### src/rtl/alu_pkg.sv
// Shared opcode encodings and limits for the switch-driven ALU block.
package alu_pkg;

  localparam int MAX_SW = 16;

  localparam logic [5:0] OP_ADD = 6'b100000;
  localparam logic [5:0] OP_SUB = 6'b100010;
  localparam logic [5:0] OP_AND = 6'b100100;
  localparam logic [5:0] OP_OR  = 6'b100101;
  localparam logic [5:0] OP_XOR = 6'b100110;
  localparam logic [5:0] OP_NOR = 6'b100111;
  localparam logic [5:0] OP_SRA = 6'b000011;
  localparam logic [5:0] OP_SRL = 6'b000010;

  localparam logic [5:0] OP_RESET = OP_ADD;

endpackage

### src/rtl/button_edge.sv
// Raw push-button synchroniser followed by a rising-edge detector; one pulse per press.
module button_edge #(
  parameter int SYNC_STAGES = 2
) (
  input  logic clk,
  input  logic rst_n,
  input  logic button,
  output logic pulse
);

  logic [SYNC_STAGES-1:0] sync_q;
  logic                   prev_q;

  // NOTE: state registers use non-blocking assignments so every flop samples pre-edge values.
  always_ff @(posedge clk or negedge rst_n) begin
    if (!rst_n) begin
      sync_q <= '0;
      prev_q <= 1'b0;
    end else begin
      sync_q <= {sync_q[SYNC_STAGES-2:0], button};
      prev_q <= sync_q[SYNC_STAGES-1];
    end
  end

  // Cleared history makes a button held through reset count as a fresh press.
  assign pulse = sync_q[SYNC_STAGES-1] & ~prev_q;

endmodule

### src/rtl/alu_accum_top.sv
// Board-level ALU: button-loaded operand/opcode registers feeding a registered result and flags.
// Optional accumulate button (copies the result into A) is enabled by defining ALU_ACCUM_EN.
module alu_accum_top
  import alu_pkg::*;
#(
  parameter int N           = 5,
  parameter int NSel        = 6,
  parameter int N_SW        = (2 * N) + NSel,
  parameter int SYNC_STAGES = 2
) (
  input  logic            i_clock,
  input  logic            i_reset,
  input  logic [N_SW-1:0] i_switches,
  input  logic            i_button_A,
  input  logic            i_button_B,
  input  logic            i_button_Op,
`ifdef ALU_ACCUM_EN
  input  logic            i_button_Acc,
`endif
  output logic [N-1:0]    o_LED_Result,
  output logic            o_overflow_Flag,
  output logic            o_zero_Flag,
  output logic            o_valid
);

  localparam int SH_W = $clog2(N);

  if (N_SW > MAX_SW) begin : g_bad_sw
    $error("alu_accum_top: N_SW exceeds MAX_SW");
  end
  if (N < 2 || N > 16 || NSel < 6 || SYNC_STAGES < 2 || N_SW <= 2 * N) begin : g_bad_param
    $error("alu_accum_top: parameter out of range");
  end

  logic load_a, load_b, load_op, any_load;
  logic [N-1:0]    a_q, b_q, result_q;
  logic [NSel-1:0] op_q;
  logic            dirty_q, ovf_q, zero_q, valid_q;
  logic [N-1:0]    alu_res;
  logic            alu_ovf;
  logic [SH_W-1:0] shamt;

  button_edge #(.SYNC_STAGES(SYNC_STAGES)) u_edge_a
    (.clk(i_clock), .rst_n(i_reset), .button(i_button_A),  .pulse(load_a));
  button_edge #(.SYNC_STAGES(SYNC_STAGES)) u_edge_b
    (.clk(i_clock), .rst_n(i_reset), .button(i_button_B),  .pulse(load_b));
  button_edge #(.SYNC_STAGES(SYNC_STAGES)) u_edge_op
    (.clk(i_clock), .rst_n(i_reset), .button(i_button_Op), .pulse(load_op));

`ifdef ALU_ACCUM_EN
  logic load_acc;
  button_edge #(.SYNC_STAGES(SYNC_STAGES)) u_edge_acc
    (.clk(i_clock), .rst_n(i_reset), .button(i_button_Acc), .pulse(load_acc));
  assign any_load = load_a | load_b | load_op | load_acc;
`else
  assign any_load = load_a | load_b | load_op;
`endif

  always_ff @(posedge i_clock or negedge i_reset) begin
    if (!i_reset) begin
      a_q     <= '0;
      b_q     <= '0;
      op_q    <= NSel'(OP_RESET);
      dirty_q <= 1'b0;
    end else begin
      // A switch load takes priority over a simultaneous accumulate.
      if (load_a) a_q <= i_switches[N-1:0];
`ifdef ALU_ACCUM_EN
      else if (load_acc) a_q <= result_q;
`endif
      if (load_b)  b_q  <= i_switches[2*N-1:N];
      if (load_op) op_q <= NSel'(i_switches[N_SW-1:2*N]);
      dirty_q <= any_load;
    end
  end

  assign shamt = b_q[SH_W-1:0];

  // NOTE: defaults first so every path assigns every output and no latch is inferred.
  always_comb begin
    alu_res = '0;
    alu_ovf = 1'b0;
    case (op_q)
      NSel'(OP_ADD): begin
        alu_res = a_q + b_q;
        alu_ovf = (a_q[N-1] == b_q[N-1]) && (alu_res[N-1] != a_q[N-1]);
      end
      NSel'(OP_SUB): begin
        alu_res = a_q - b_q;
        alu_ovf = (a_q[N-1] != b_q[N-1]) && (alu_res[N-1] != a_q[N-1]);
      end
      NSel'(OP_AND): alu_res = a_q & b_q;
      NSel'(OP_OR):  alu_res = a_q | b_q;
      NSel'(OP_XOR): alu_res = a_q ^ b_q;
      NSel'(OP_NOR): alu_res = ~(a_q | b_q);
      NSel'(OP_SRA): alu_res = N'($signed(a_q) >>> shamt);
      NSel'(OP_SRL): alu_res = a_q >> shamt;
      default: ;
    endcase
  end

  always_ff @(posedge i_clock or negedge i_reset) begin
    if (!i_reset) begin
      result_q <= '0;
      ovf_q    <= 1'b0;
      zero_q   <= 1'b0;
      valid_q  <= 1'b0;
    end else begin
      valid_q <= dirty_q;
      if (dirty_q) begin
        result_q <= alu_res;
        ovf_q    <= alu_ovf;
        zero_q   <= (alu_res == '0);
      end
    end
  end

  assign o_LED_Result    = result_q;
  assign o_overflow_Flag = ovf_q;
  assign o_zero_Flag     = zero_q;
  assign o_valid         = valid_q;

endmodule
### config.mk
export PLATFORM = sky130hd
export DESIGN_NAME = alu_accum_top
export DESIGN_NICKNAME = d
export VERILOG_FILES = /design/src/rtl/alu_pkg.sv /design/src/rtl/button_edge.sv /design/src/rtl/alu_accum_top.sv
export SDC_FILE = /design/constraint.sdc
export NUM_CORES = 1
export LEC_CHECK = 0
export CORE_UTILIZATION = 51
export CTS_BUF_LIST = sky130_fd_sc_hd__clkbuf_4
export CTS_CLUSTER_DIAMETER = 200
export CTS_CLUSTER_SIZE = 12
export DETAILED_ROUTE_END_ITERATION = 16
export PLACE_DENSITY = 0.78
export SLEW_MARGIN = 20
export SYNTH_ARGS = -nofsm -noshare
export SYNTH_HDL_FRONTEND = slang
export SYNTH_SLANG_ARGS = --single-unit
### constraint.sdc
create_clock -name i_clock -period 2.8 [get_ports i_clock]
set_input_delay 0.84 -clock i_clock [delete_from_list [all_inputs] [get_ports i_clock]]
set_output_delay 0.84 -clock i_clock [all_outputs]
set_load 0.005 [all_outputs]
==> flow_summary.json <==
{
  "status": "finished, final reports clean",
  "cts_max_path_buffers": 2,
  "cp.required_ps": 3080,
  "muxShareOfSynthArea_pct": 6.51,
  "synthFlopType": "dfrtp_1",
  "place_inst": 277,
  "area.growth.synth_to_final_pct": 18.8,
  "nets": 273,
  "setup_ws_ps": 343,
  "setup_viol": 0,
  "path_depth": 8,
  "cts_tree": "yes",
  "drv_slew": 0,
  "cts-resized-gates": 0,
  "die_w_um": 64.9,
  "seq_area_frac_synth_pct": 42.2,
  "synth-xor-area-share_pct": 4.34,
  "insertion_delay_ps": 340,
  "viasPerCell": 5.64,
  "cts_buffers": 5,
  "dr.pass1.iters": 4,
  "ant_nets": 0,
  "dieArea_mm2": 0.00421,
  "cts_num_sinks": 34,
  "post_cts_buffers": 0,
  "dp_hpwl_um": 3090,
  "hold_path_startpoint": "u_edge_op.sync_q[0]",
  "tightest_slew_ps": 726,
  "cp_slowest_cell": "dfrtp_1",
  "syn-instance-count": 210,
  "pin_count": 29,
  "synth_edf_count": 0,
  "skew_ps": 7.99,
  "crit_chain": "inv_1, ha_1, nor2_1, or4_1, o211ai_2, xor2_1, a211oi_1, a32o_1",
  "ys_ff_latch": 34,
  "period_needed_ps": 2460,
  "r2r-start": "b_q[1]",
  "drc": 0,
  "htreeDepth": 2,
  "max_slew_margin_pct": 51.5,
  "antenna_found_initial": 0,
  "critPathArrivalTime_ps": 2740,
  "sw_frac_of_total_pct": 32.3,
  "first_global_vias": 1489,
  "min_path_cells": 0,
  "ir_worst_vdd_mv": 0.307,
  "grt_pass1_wl_um": 7240,
  "pwr-share-clk_pct": 25.4,
  "power_frac_seq_pct": 44.2,
  "synth_top_family_by_area": "compound AO/OA/AOI/OAI gates",
  "crit_path_start_kind": "register",
  "cp.buffers_inverters": 1,
  "synth_compound_area_share_pct": 18.4,
  "crit_type": "register to register",
  "place_congestion": 0.860,
  "pre_cts_ws_ps": 461,
  "min_period_over_period_pct": 87.8,
  "cpPeakStageDelay_ps": 590,
  "diodes": 0,
  "initial_core_util_pct": 54.3,
  "fin_setup_tns_ps": 0,
  "intPower_w": 0.000968,
  "p_switching_w": 0.000463,
  "synth_fp_nets": 247,
  "wire_per_inst_um": 15.1,
  "cts-root-buf": "clkbuf_4",
  "power_frac_comb_pct": 30.4,
  "max_cap_violations": 0,
  "p_leak_nw": 1.04,
  "rows": 22,
  "holdBufCountCts": 0,
  "final_common_cell": "dfrtp_1",
  "final-instance-count-excl-fill": 285,
  "critPathTopFamily": "compound AO/OA/AOI/OAI gates",
  "drt_iter0_drc": 75,
  "worstSetupEndpointType": "register",
  "routed-via-count": 1608,
  "reg2reg_setup_slack_ps": 340,
  "power_w": 0.00143,
  "drive_gt1_share_pct": 8.86,
  "reg2reg_to": "o_zero_Flag",
  "wirelength_um": 4310,
  "max_freq_ghz": 0.407,
  "powerDensity_mw_per_mm2": 597,
  "rsz0062_at_grt": "no",
  "yosys_warnings": 0,
  "path_clk_slew_ps": 100,
  "grt-ovfl-total": 0,
  "worstHoldEndpoint": "u_edge_op.sync_q[1]",
  "coreArea_mm2": 0.00372,
  "grt_max_degree": 35,
  "reg2reg_depth": 8,
  "holdWs_ps": 357,
  "async_flop_share_pct": 100,
  "synthAdderAreaFrac_pct": 10.7,
  "syn_area_mm2": 0.00202,
  "synth.distinct_cells": 40,
  "hold_viol_final": 0,
  "grt.total_usage_pct": 23.4,
  "fp.dieH_um": 64.9,
  "synth-simple-area-share_pct": 12.3,
  "hold_path_class": "register to register",
  "mostFrequentLayoutCells": "dfrtp_1, clkdlybuf4s50_1, nand2_1",
  "crit_fanout": 10,
  "portBuffers": 28,
  "syn_area_per_cell_um2": 9.61
}
[cell usage after synthesis, drive strengths merged, types with 2 or more instances]
cell type	number	area [um^2]
xnor2	5	43.8
dfrtp	33	826
nor3	4	25.0
buf	4	28.8
a211oi	8	60.1
a21o	3	22.5
inv	15	56.3
o21a	2	15.0
o22ai	3	18.8
fa	2	40.0
nor2b	6	37.5
mux2	7	78.8
a21oi	10	50.1
o21ai	18	90.1
clkbuf	7	26.3
mux2i	3	30.0
nand2b	2	12.5
nand3	3	15.0
o211ai	4	35.0
xor2	5	43.8
nand2	23	86.3
nor2	14	52.6
a31oi	4	25.0
ha	14	175
[per-layer routing]
metal,GRT usage (%),share of wire [%],vias up
met4,9.72,1.7,0
li1,-,-,781
met3,5.99,4.0,6
met2,36.6,48,40
met5,0,0,-
met1,30.6,47,781
[registers in the layout, summed over array words and instances, names as in the netlist, 2 cells and up]
name              flops
op_q                  6
a_q                   5
b_q                   5
o_LED_Result          5
u_edge_a.sync_q       2
u_edge_b.sync_q       2
u_edge_op.sync_q      2
[cells by family after synthesis]
group,after synthesis
buffers and inverters,26
AO/OA/AOI/OAI,58
XOR/XNOR,10
AND/OR/NAND/NOR,55
adder cells (fa/ha/maj),16
flip-flops,34
multiplexers,11
[per-stage QoR]
step / utilization, % / instance area, um^2
after floorplan: - / 2020
after global placement: 62.4 / 2320
after detailed placement: 62.4 / 2320
after CTS: 64.5 / 2400
after global routing: 64.5 / 2400
final: 64.5 / 2400
[worst max path at each step]
stage	from	to	slack (ps)
after floorplan	b_q[1]	o_zero_Flag	680
after global placement	b_q[0]	o_zero_Flag	500
after detailed placement	b_q[0]	o_zero_Flag	460
after CTS	b_q[1]	o_zero_Flag	360
after global routing	b_q[0]	o_zero_Flag	170
final	b_q[1]	o_zero_Flag	340
[final cells by class]
type                       instances  area [um^2]
inverter                          15         56.3
clock inverter                     2         33.8
sequential                        34          852
multi-input combinational        150         1050
timing repair buffer              30          295
clock buffer                       6         45.0
tap                               48         60.1
fill                             325         1320
[power by group through the flow]
| stage | Combinational, W | Sequential [W] | Clock, W |
|---|---|---|---|
| floorplan | 0.000327 | 0.000599 | 0 |
| global placement | 0.000424 | 0.000637 | 0 |
| detailed placement | 0.000429 | 0.000642 | 0 |
| CTS | 0.000435 | 0.000632 | 0.000368 |
| global route | 0.000486 | 0.000644 | 0.000388 |
| finish | 0.000434 | 0.000633 | 0.000364 |
Note: power is estimated with default switching activity, not from simulation.
